<file path="src/rtl/imm_pkg.sv">
// Shared definitions for the immediate encoder: ctrl modes, FSM states and
// the constant table that the immediate decoder also indexes.
package imm_pkg;

    localparam logic [1:0] CTRL_LUT  = 2'b00;
    localparam logic [1:0] CTRL_SEXT = 2'b01;
    localparam logic [1:0] CTRL_UNS  = 2'b10;

    localparam int unsigned IMM_LUT_SIZE = 16;

    typedef enum logic [2:0] {
        IDLE     = 3'd0,
        CLASSIFY = 3'd1,
        SEARCH   = 3'd2,
        EMIT     = 3'd3,
        EMIT_HI  = 3'd4,
        EMIT_LO  = 3'd5
    } imm_state_e;

    // Entry 14 duplicates entry 1; the encoder always reports the lower index.
    localparam logic [7:0] IMM_LUT [0:IMM_LUT_SIZE-1] = '{
        8'h10, 8'h20, 8'h40, 8'h7F, 8'h7E, 8'h80, 8'hC0, 8'hE0,
        8'hF0, 8'h11, 8'h22, 8'h33, 8'h44, 8'h55, 8'h20, 8'h66
    };

endpackage

</file>
<file path="src/rtl/imm_classify.sv">
// Combinational detection of the direct immediate forms (2/4-bit, signed or
// unsigned); first match in priority order wins.
module imm_classify
    import imm_pkg::*;
(
    input  logic [7:0] value,
    output logic       match,
    output logic [1:0] ctrl,
    output logic       num_bits,
    output logic [1:0] imm0,
    output logic [1:0] imm1
);

    always_comb begin
        match    = 1'b0;
        ctrl     = CTRL_UNS;
        num_bits = 1'b0;
        imm0     = '0;
        imm1     = '0;
        if (value <= 8'h03) begin
            match = 1'b1;
            ctrl  = CTRL_UNS;
            imm1  = value[1:0];
        end else if (value >= 8'hFE) begin
            match = 1'b1;
            ctrl  = CTRL_SEXT;
            imm1  = value[1:0];
        end else if (value <= 8'h0F) begin
            match    = 1'b1;
            ctrl     = CTRL_UNS;
            num_bits = 1'b1;
            imm0     = value[3:2];
            imm1     = value[1:0];
        end else if (value >= 8'hF8) begin
            match    = 1'b1;
            ctrl     = CTRL_SEXT;
            num_bits = 1'b1;
            imm0     = value[3:2];
            imm1     = value[1:0];
        end
    end

endmodule

</file>
<file path="src/rtl/imm_encoder.sv">
// Encodes an 8-bit constant into one immediate word (direct or LUT index) or
// a two-word hi/lo unsigned split, with a valid/ready handshake on each side.
module imm_encoder
    import imm_pkg::*;
#(
    parameter int unsigned LUT_DEPTH = 16
) (
    input  logic       clk,
    input  logic       rst_n,
    input  logic       in_valid,
    output logic       in_ready,
    input  logic [7:0] in_value,
    output logic       out_valid,
    input  logic       out_ready,
    output logic [1:0] out_ctrl,
    output logic       out_numBits,
    output logic [1:0] out_imm0,
    output logic [1:0] out_imm1,
    output logic       out_split,
    output logic       out_last
);

    localparam logic [3:0] LAST_IDX = 4'(LUT_DEPTH - 1);

    imm_state_e state_q, state_d;
    logic [3:0] idx_q, idx_d;
    logic [7:0] value_q, value_d;
    logic       out_valid_q, out_valid_d;
    logic [1:0] out_ctrl_q, out_ctrl_d;
    logic       out_num_bits_q, out_num_bits_d;
    logic [1:0] out_imm0_q, out_imm0_d;
    logic [1:0] out_imm1_q, out_imm1_d;
    logic       out_split_q, out_split_d;
    logic       out_last_q, out_last_d;

    logic       cls_match;
    logic [1:0] cls_ctrl;
    logic       cls_num_bits;
    logic [1:0] cls_imm0;
    logic [1:0] cls_imm1;

    imm_classify u_classify (
        .value    (value_q),
        .match    (cls_match),
        .ctrl     (cls_ctrl),
        .num_bits (cls_num_bits),
        .imm0     (cls_imm0),
        .imm1     (cls_imm1)
    );

    always_comb begin
        state_d        = state_q;
        idx_d          = idx_q;
        value_d        = value_q;
        out_valid_d    = out_valid_q;
        out_ctrl_d     = out_ctrl_q;
        out_num_bits_d = out_num_bits_q;
        out_imm0_d     = out_imm0_q;
        out_imm1_d     = out_imm1_q;
        out_split_d    = out_split_q;
        out_last_d     = out_last_q;

        unique case (state_q)
            IDLE: begin
                if (in_valid) begin
                    value_d = in_value;
                    state_d = CLASSIFY;
                end
            end
            CLASSIFY: begin
                if (cls_match) begin
                    out_valid_d    = 1'b1;
                    out_ctrl_d     = cls_ctrl;
                    out_num_bits_d = cls_num_bits;
                    out_imm0_d     = cls_imm0;
                    out_imm1_d     = cls_imm1;
                    out_split_d    = 1'b0;
                    out_last_d     = 1'b1;
                    state_d        = EMIT;
                end else begin
                    idx_d   = '0;
                    state_d = SEARCH;
                end
            end
            SEARCH: begin
                if (IMM_LUT[idx_q] == value_q) begin
                    out_valid_d               = 1'b1;
                    out_ctrl_d                = CTRL_LUT;
                    out_num_bits_d            = 1'b1;
                    {out_imm0_d, out_imm1_d}  = idx_q;
                    out_split_d               = 1'b0;
                    out_last_d                = 1'b1;
                    state_d                   = EMIT;
                end else if (idx_q == LAST_IDX) begin
                    out_valid_d               = 1'b1;
                    out_ctrl_d                = CTRL_UNS;
                    out_num_bits_d            = 1'b1;
                    {out_imm0_d, out_imm1_d}  = value_q[7:4];
                    out_split_d               = 1'b1;
                    out_last_d                = 1'b0;
                    state_d                   = EMIT_HI;
                end else begin
                    idx_d = idx_q + 4'd1;
                end
            end
            EMIT: begin
                if (out_ready) begin
                    out_valid_d = 1'b0;
                    state_d     = IDLE;
                end
            end
            EMIT_HI: begin
                if (out_ready) begin
                    {out_imm0_d, out_imm1_d} = value_q[3:0];
                    out_last_d               = 1'b1;
                    state_d                  = EMIT_LO;
                end
            end
            EMIT_LO: begin
                if (out_ready) begin
                    out_valid_d = 1'b0;
                    state_d     = IDLE;
                end
            end
            default: begin
                out_valid_d = 1'b0;
                state_d     = IDLE;
            end
        endcase
    end

    always_ff @(posedge clk or negedge rst_n) begin
        if (!rst_n) begin
            state_q        <= IDLE;
            idx_q          <= '0;
            value_q        <= '0;
            out_valid_q    <= 1'b0;
            out_ctrl_q     <= '0;
            out_num_bits_q <= 1'b0;
            out_imm0_q     <= '0;
            out_imm1_q     <= '0;
            out_split_q    <= 1'b0;
            out_last_q     <= 1'b0;
        end else begin
            state_q        <= state_d;
            idx_q          <= idx_d;
            value_q        <= value_d;
            out_valid_q    <= out_valid_d;
            out_ctrl_q     <= out_ctrl_d;
            out_num_bits_q <= out_num_bits_d;
            out_imm0_q     <= out_imm0_d;
            out_imm1_q     <= out_imm1_d;
            out_split_q    <= out_split_d;
            out_last_q     <= out_last_d;
        end
    end

    assign in_ready    = (state_q == IDLE);
    assign out_valid   = out_valid_q;
    assign out_ctrl    = out_ctrl_q;
    assign out_numBits = out_num_bits_q;
    assign out_imm0    = out_imm0_q;
    assign out_imm1    = out_imm1_q;
    assign out_split   = out_split_q;
    assign out_last    = out_last_q;

endmodule

</file>
<file path="config.mk">
export PLATFORM = sky130hd
export DESIGN_NAME = imm_encoder
export DESIGN_NICKNAME = d
export VERILOG_FILES = /design/src/rtl/imm_pkg.sv /design/src/rtl/imm_classify.sv /design/src/rtl/imm_encoder.sv
export SDC_FILE = /design/constraint.sdc
export NUM_CORES = 1
export LEC_CHECK = 0
export ABC_AREA = 0
export BUFFER_PORTS_ARGS = -buffer_cell sky130_fd_sc_hd__buf_2
export CELL_PAD_IN_SITES_DETAIL_PLACEMENT = 1
export CELL_PAD_IN_SITES_GLOBAL_PLACEMENT = 2
export CORE_ASPECT_RATIO = 1.75
export CORE_UTILIZATION = 38
export CTS_CLUSTER_SIZE = 8
export DETAILED_ROUTE_END_ITERATION = 8
export PLACE_DENSITY = 0.88
export RECOVER_POWER = 50
export SKIP_LAST_GASP = 1
export SYNTH_ARGS = -nofsm -noshare
export SYNTH_HDL_FRONTEND = slang
export SYNTH_SLANG_ARGS = --single-unit
</file>
<file path="constraint.sdc">
create_clock -name clk -period 6.7 [get_ports clk]
set_clock_uncertainty 0.2 [all_clocks]
set_input_delay 0.67 -clock clk [delete_from_list [all_inputs] [get_ports clk]]
set_output_delay 0.67 -clock clk [all_outputs]
set_load 0.05 [all_outputs]
</file>
==> metrics.md, run 1 <==
| Metric | Value |
|---|---|
| Synth Cell Area | 0.001787 mm2 |
| Final Cycle Share | 50.99% |
| Placer Congestion | approximately 0.83 |
| Global route overflow | 0 |
| Setup TNS | 0 ps |
| Clock Path Buffers | 2 |
| F_max | 0.2927 GHz |
| Initial Util | between 40 and 50% |
| Unrepaired setup endpoints after global routing | no |
| Total setup buffers inserted after CTS | 0 |
| Fin nets | ~230 |
| Max-cap viol count | 0 |
| Synth top area cells | dfrtp_1 (35%), mux2_2 (5.0%), ha_1 (4.9%), a21oi_1 (4.2%), o21ai_0 (3.9%) |
| Drt pass-1 iters | 4 |
| Synth area leader | dfrtp_1 |
| Num rows | 32 |
| Worst setup EP type | flip-flop |
| Seq/Total Area, Yosys | 35.01% |
| Wire length per cell | between 15 and 20 um |
| Critical path's slowest cell | o211ai_2 |
| Worst path top cell family by delay | multiplexers |
| NetSw | 0.4741 mW |
| Syn_nets | 214 |
| Remaining DRCs | 0 |
| Vias in the first global route | approximately 1700 |
| Post-synth EDFFs | 0 |
| Die area | approximately 0.005 mm2 |
| Predominant post-synthesis flop cell | dfrtp_1 |
| Design Area, Final | a little under 0.002 mm2 |
| Die Y | slightly above 90 um |
| Comb pwr share | a little under three fifths |
| Min cycle time layout | roughly 3400 ps |
| Post-route ant nets | 0 |
| Clock transition at the registers of the reported paths | 80 ps |
| Final setup fails | 0 |
| Critical path arrival | 3370 ps |
| Ports | 23 |
| CP peak stage delay | 570 ps |
| Async S/R FF share, synth | 100.0% |
| Most used cell, CP | inv_1 |
| Internal Power | 0.4366 mW |
| Netlist cell types | 47 |
| Clock network power share | 9.8% |
| Fill cells | 544 |
| TritonCTS clock tree | done |
| Placed inst area | 0.001911 mm2 |
| Clock Sinks | 25 |
| CTS resizes | 0 |
| Via/cell ratio | approximately 6.0 |
| Worst path bufs/invs | 2 |
| Critical path cell sequence | inv_1 > ha_1 > inv_1 > mux4_2 > xnor2_1 > nand4_2 > o211ai_2 > nand2_1 > mux2_1 |
| Hold Crit Class | flip-flop to flip-flop |
| Area grow syn2layout | 9.104% |
| Post-CTS Hold Fix Bufs | 0 |
| Synth top area share | 35.01% |
| Final wirelength | 5070 um |
| CTS H-tree lvls | 1 |
| Share of cells above drive strength 1 | 16.98% |
| Seq cells post-synth | 25 |
| Via count | roughly 1600 |
| Core Box Area | 0.004444 mm2 |
| Ys Warns | 0 |
| Chip width | ~54 um |
| Worst endpoint required time | 6650 ps |
| WS Path Type | flip-flop to flip-flop |
| HPWL Detailed | roughly 4000 um |
| PD cells | 467.2 mW/mm2 |
| Overall fraction of global-route tracks in use | a little under a quarter |
| Status | finished clean |
| Pins Over Slew Limit | 0 |
| Worst-path fanout max | 15 |
| Initial antenna violation count | 0 |
| Switching share of total power | 52.06% |
| First-pass GRT wire length | 8556 um |
| Port bufs | 22 |
| Peak supply drop | 287.6 uV |
| Least-Margin Pin Slew | 1383 ps |
| # diodes | 0 |
| Startpoint class of the critical path | flip-flop |
| Total CTS buffers | 3 |
| Leakage | between 0.8 and 0.9 nW |
| Iteration-0 DRC Markers | 19 |
| Hold Vio Cnt, Final | 0 |
| Flop-to-flop setup slack | 3280 ps |
| Largest net degree at the start of global routing | 26 |
| Mapped Avg Cell Area | 9.163 um2 |
| Post-synthesis cell count | 195 |
| Power share of the sequential group | 33.1% |
| Worst-skew pair later-pin latency | 270 ps |
| Root Driver | clkbuf_8 |
| Relative slew slack | 7.815% |
state kept, by name, summed over array words and instances (netlist names):
register / cells
idx_q: 4
out_ctrl: 2
out_imm0: 2
out_imm1: 2
out_last: 1
out_numBits: 1
out_split: 1
out_valid: 1
state_q: 3
value_q: 8
through the flow:
step           hold slack [ps]  setup WS, ps  total power, mW  util (%)  std cells
3_3_place_gp             258.5          3435           0.8047     42.99        259
4_1_cts                  202.4          3290           0.9162     44.03        263
5_1_grt                  346.3          3019           0.9812     43.86        263
3_5_place_dp             274.1          3310           0.8263     42.99        259
6_report                 303.1          3284           0.9108     43.86        263
2_1_floorplan            174.4          3788           0.6828         -        195
path summary, 6_finish.rpt:
kind	cells after the start	start	endpoint
setup / recovery	9	idx_q[0]	idx_q[2]
hold / removal	1	out_split	out_split
setup reg to reg	9	idx_q[0]	idx_q[2]
hold reg to reg	1	out_split	out_split
max in group asynchronous	1	rst_n	idx_q[0]
min in group asynchronous	1	rst_n	out_imm1[0]
metal layers:
| layer | GRT usage [%] | share of wire, % | up-vias | wire [um] |
|---|---|---|---|---|
| li1 | - | - | 754 | - |
| met1 | 26.06 | 38 | 789 | 1948 |
| met2 | 41.46 | 56 | 25 | 2856 |
| met3 | 2.627 | 1.8 | 14 | 93 |
| met4 | 12.28 | 3.4 | 0 | 172 |
| met5 | 0 | 0 | - | 0 |
cells in the mapped netlist, drive strengths merged, types with 5 or more instances:
| cell | number |
|---|---|
| inv | 12 |
| nand2 | 15 |
| o211ai | 5 |
| o21ai | 14 |
| mux2 | 9 |
| nor2 | 11 |
| a31oi | 6 |
| dfrtp | 25 |
| a21oi | 15 |
| mux2i | 6 |
| nand2b | 6 |
| clkbuf | 5 |
| ha | 7 |
cell type report:
type / count / area [um2] / share of cell area [%]
Clock inverter: 1 / 5.005 / 0.2567
Timing Repair Buffer: 22 / 102.6 / 5.263
Sequential cell: 25 / 625.6 / 32.09
Multi-Input combinational cell: 149 / 1066 / 54.69
Clock buffer: 3 / 41.29 / 2.118
Tap cell: 51 / 63.81 / 3.273
Inverter: 12 / 45.04 / 2.311
logic make-up after synthesis:
family	synth area share, %
buffers and inverters	5.322
multiplexers	11.55
AO/OA/AOI/OAI	22.55
AND/OR/NAND/NOR	18.70
XOR/XNOR	1.961
flip-flops	35.01
adder cells (fa/ha/maj)	4.902
cell usage in the layout, fill, tap and decap left out, types with 2 or more instances in the layout:
master and n:
o21ai_0 14, o2bb2ai_1 3, nand2_1 15, nand3_1 4, inv_1 12, and4_1 2
mux2i_1 6, clkbuf_1 6, nor2b_1 3, mux2_2 8, mux4_2 2, clkbuf_8 3
xnor2_1 4, a22oi_1 2, buf_2 16, nor2_1 11, dfrtp_1 25, ha_1 7
o211ai_1 4, and3_1 4, a31oi_1 6, a21oi_1 15, nand3b_1 3, o21a_1 2
a221oi_1 2, nor4_1 3, nand2b_1 6, nor3_1 3, a21o_1 3
power groups by stage:
stage | Combinational (mW) | Sequential [mW] | Clock (mW)
floorplan | 0.362 | 0.321 | 0
global placement | 0.507 | 0.298 | 0
detailed placement | 0.524 | 0.303 | 0
CTS | 0.525 | 0.300 | 0.0916
global route | 0.574 | 0.310 | 0.0977
finish | 0.521 | 0.301 | 0.0891
Power figures use the tool's default switching activity.
==> run 2, diff against run 1 <==
- ABC_AREA: 0 -> 1
- CORE_UTILIZATION: 38 -> 29
- PLACE_DENSITY: 0.88 -> 0.8
- clock period: 6.7 -> 3.1 ns (I/O delays scaled with it)
==> run 2 against run 1 <==
  * Clock power grew 130%
  * Global-route usage shrank 5.2 points
  * Synthesized area grew 3.2%
  * Die area grew 34%
  * Sequential share of layout area shrank 2.1 points
  * Hold slack lost 250 ps
  * Non-clock buffer count grew 2
  * Sequential power grew 110%
  * Maximum frequency grew 35%
  * Combinational power grew to 2.6 times the previous value
  * Cell count grew 42%
  * Critical path type unchanged
==> metrics.md, run 2 <==
| Metric | Value |
|---|---|
| Remaining DRCs | 0 (unchanged) |
| Vias in the first global route | 1965 (+13%) |
| Stages on the worst setup path | 15 (+6) |
| Most common cell after layout, fill and taps aside | nand2_1 |
| TritonCTS clock tree | done |
| CTS resizes | 0 (unchanged) |
| Largest net degree at the start of global routing | 26 (unchanged) |
| Top flop regs | value_q: 8 flops, idx_q: 4 flops, state_q: 3 flops |
| Ys Warns | 0 (unchanged) |
| Hold Vio Cnt, Final | 0 (unchanged) |
| Least-Margin Pin Slew | 1439 ps (+55.73 ps) |
| Synth top area share | 33.92% (-1.1 points) |
| HPWL Detailed | 4772 um (+19%) |
| Clock Path Buffers | 2 (unchanged) |
| WS Path Type | flip-flop to flip-flop |
| Power Total | 2.189 mW (+140%) |
| Die Y | 107.5 um (+16%) |
| Count leader, synth | nand2_1 |
| Post-CTS Hold Fix Bufs | 1 (+1) |
| Seq cells post-synth | 25 (unchanged) |
| Critical path's slowest cell | dfrtp_1 |
| Worst-case reg-to-reg path depth | 15 (+6) |
| Iteration-0 DRC Markers | 42 (+23) |
| Seq/Total Area, Yosys | 33.92% (-1.1 points) |
| Fin nets | 314 (+35%) |
| Async S/R FF share, synth | 100.0% (unchanged) |
| Status | finished clean |
| Final setup fails | 0 (unchanged) |
| Place WS | 518.1 ps (-2792 ps) |
| Num rows | 38 (+19%) |
| Worst setup EP type | flip-flop |
| Core Box Area | 0.006181 mm2 (+39%) |
| Leakage | 1.082 nW (+33%) |
| Fin cells | 374 (+42%) |
| Worst setup margin | 576.9 ps (-2707 ps) |
| Min cycle time layout | 2523 ps (-893.3 ps) |
| Relative slew slack | 4.099% (-3.7 points) |
| Post-synth EDFFs | 0 (unchanged) |
| Startpoint class of the critical path | flip-flop |
| Initial antenna violation count | 0 (unchanged) |
| Util after Layout | 33.72% (-10 points) |
| Setup TNS | 0 ps (unchanged) |
| Share of cells above drive strength 1 | 16.67% (-0.31 points) |
| Mapped Avg Cell Area | 6.831 um2 (-25%) |
| CP peak stage delay | 440 ps (-130 ps) |
| First-pass GRT wire length | 9384 um (+9.7%) |
| Fill cells | 821 (+51%) |
| Synth area leader | dfrtp_1 |
| Dpl cells | 369 (+42%) |
| Clock Sinks | 25 (unchanged) |
| Max-cap viol count | 0 (unchanged) |
| Max FFs per register | 8 (unchanged) |
| Global route overflow | 0 (unchanged) |
| Die area | 0.006695 mm2 (+34%) |
| Syn_nets | 289 (+35%) |
| Overall fraction of global-route tracks in use | 18.40% (-5.2 points) |
| Peak supply drop | 438.3 uV (+52%) |
| Critical path arrival | 2460 ps (-910 ps) |
| Predominant post-synthesis flop cell | dfrtp_1 |
| CTS H-tree lvls | 1 (unchanged) |
| Ports | 23 (unchanged) |
| Worst-skew pair later-pin latency | 280 ps (about the same) |
| Most frequent cells in the layout | nand2_1 (78), nor2_1 (31), nand3_1 (30) |
| Port bufs | 22 (unchanged) |
| PD cells | 1050 mW/mm2 (+120%) |
| Unrepaired setup endpoints after global routing | no |
| Total CTS buffers | 3 (unchanged) |
| Critical path cell sequence | inv_1 > ha_1 > inv_1 > nand2_1 > nand3_1 > nand2_1 > nand2_1 > nand2_1 > nand3_1 > nor2_2 > nand2_4 > nand2_8 > nand2_4 > nand2_1 > o21ai_0 |
| Final wirelength | 5694 um (+12%) |
| Initial Util | 29.84% (-10 points) |
| List of most frequent post-synthesis cells | nand2_1 (78), nor2_1 (31), nand3_1 (30) |
| Area grow syn2layout | 13.03% |
| Netlist cell types | 32 (-32%) |
| Via count | 1813 (+15%) |
| Synth Cell Area | 0.001844 mm2 (+3.2%) |
| Root Driver | clkbuf_8 |
| Placer Congestion | 0.9079 (+8.8%) |
| Clock transition at the registers of the reported paths | 90 ps (about the same) |
| F_max | 0.3963 GHz (+35%) |
| Pins Over Slew Limit | 0 (unchanged) |
| Post-route ant nets | 0 (unchanged) |
| Most used cell, CP | nand2_1 |
| Worst-path fanout max | 7 (-8) |
| Drt pass-1 iters | 4 (unchanged) |
| # diodes | 0 (unchanged) |
| Chip width | 62.28 um (+16%) |
| Hold Crit Class | primary input to flip-flop |
| Cell depth of the worst hold path | 2 (+1) |
| Reg with most FFs | value_q |
| Post-synthesis cell count | 270 (+38%) |
| Via/cell ratio | 4.848 (-19%) |
| Worst path top cell family by delay | simple AND/OR/NAND/NOR gates |
| Synth top area cells | dfrtp_1 (34%), nand2_1 (16%), nand3_1 (8.1%), nor2_1 (6.3%), inv_1 (5.9%) |
| Worst path bufs/invs | 2 (unchanged) |
| Total setup buffers inserted after CTS | 0 (unchanged) |
| Worst endpoint required time | 3040 ps (-3610 ps) |
| Wire length per cell | 15.22 um (-21%) |
| Final Cycle Share | 81.39% (+30 points) |
## run 2: changes by cell type after synthesis, moves of 7 or more
| cell | before | now |
|---|---|---|
| nor2_1 | 11 | 31 |
| o21ai_1 | 0 | 7 |
| o21ai_0 | 14 | 5 |
| inv_2 | 0 | 7 |
| nand4_1 | 0 | 8 |
| mux2_2 | 8 | 1 |
| inv_1 | 12 | 29 |
| nand2_1 | 15 | 78 |
| nand3_1 | 4 | 30 |
## run 2: logic make-up (layout without fill, tap and decap cells)
family,count (synthesis),in the layout,share of synthesized area [%]
DFF,25,25,33.92
buffers and inverters,43,67,9.634
and+or+nand+nor,167,167,43.28
adders and majority gates,7,7,4.749
muxes,1,1,0.6105
AOI/OAI and AO/OA,27,27,7.802
## run 2: cell type report
class	instances	area (um2)	area share [%]
tap	80	100.1	4.802
clock inverter	1	5.005	0.2401
multi-input combinational	202	1041	49.94
inverter	39	151.4	7.263
sequential	25	625.6	30.01
timing repair buffer	24	120.1	5.762
clock buffer	3	41.29	1.981
## run 2: worst paths after layout
| kind | slack (ps) | endpoint | from |
|---|---|---|---|
| max | 580 | out_split | idx_q[1] |
| min | 60 | value_q[6] | in_value[6] |
| max reg2reg | 580 | out_split | idx_q[1] |
| min reg2reg | 290 | out_imm1[0] | out_imm1[0] |
| max in group asynchronous | 1170 | value_q[7] | rst_n |
| min in group asynchronous | 690 | state_q[2] | rst_n |
## run 2: metrics by stage
stage	hold slack, ps	instance area (um2)
2_1_floorplan	-185.6	1844
3_3_place_gp	147.5	2036
3_5_place_dp	152.0	2036
4_1_cts	49.00	2092
5_1_grt	61.65	2085
6_report	55.04	2085
## run 2: where the power goes
| part | switching (mW) | internal [mW] |
|---|---|---|
| clock network | 0.111 | 0.0905 |
| registers | 0.152 | 0.467 |
| logic | 0.979 | 0.389 |
| total | 1.24 | 0.947 |
## run 2: metal layers
layer / global-route usage (%) / share of wire (%) / vias to the layer above / wire length [um]
met5: 0 / 0 / - / 0
met1: 17.61 / 37 / 870 / 2110
met2: 37.68 / 58 / 25 / 3315
met3: 1.165 / 1.0 / 13 / 58
li1: - / - / 905 / -
met4: 10.30 / 3.7 / 0 / 210
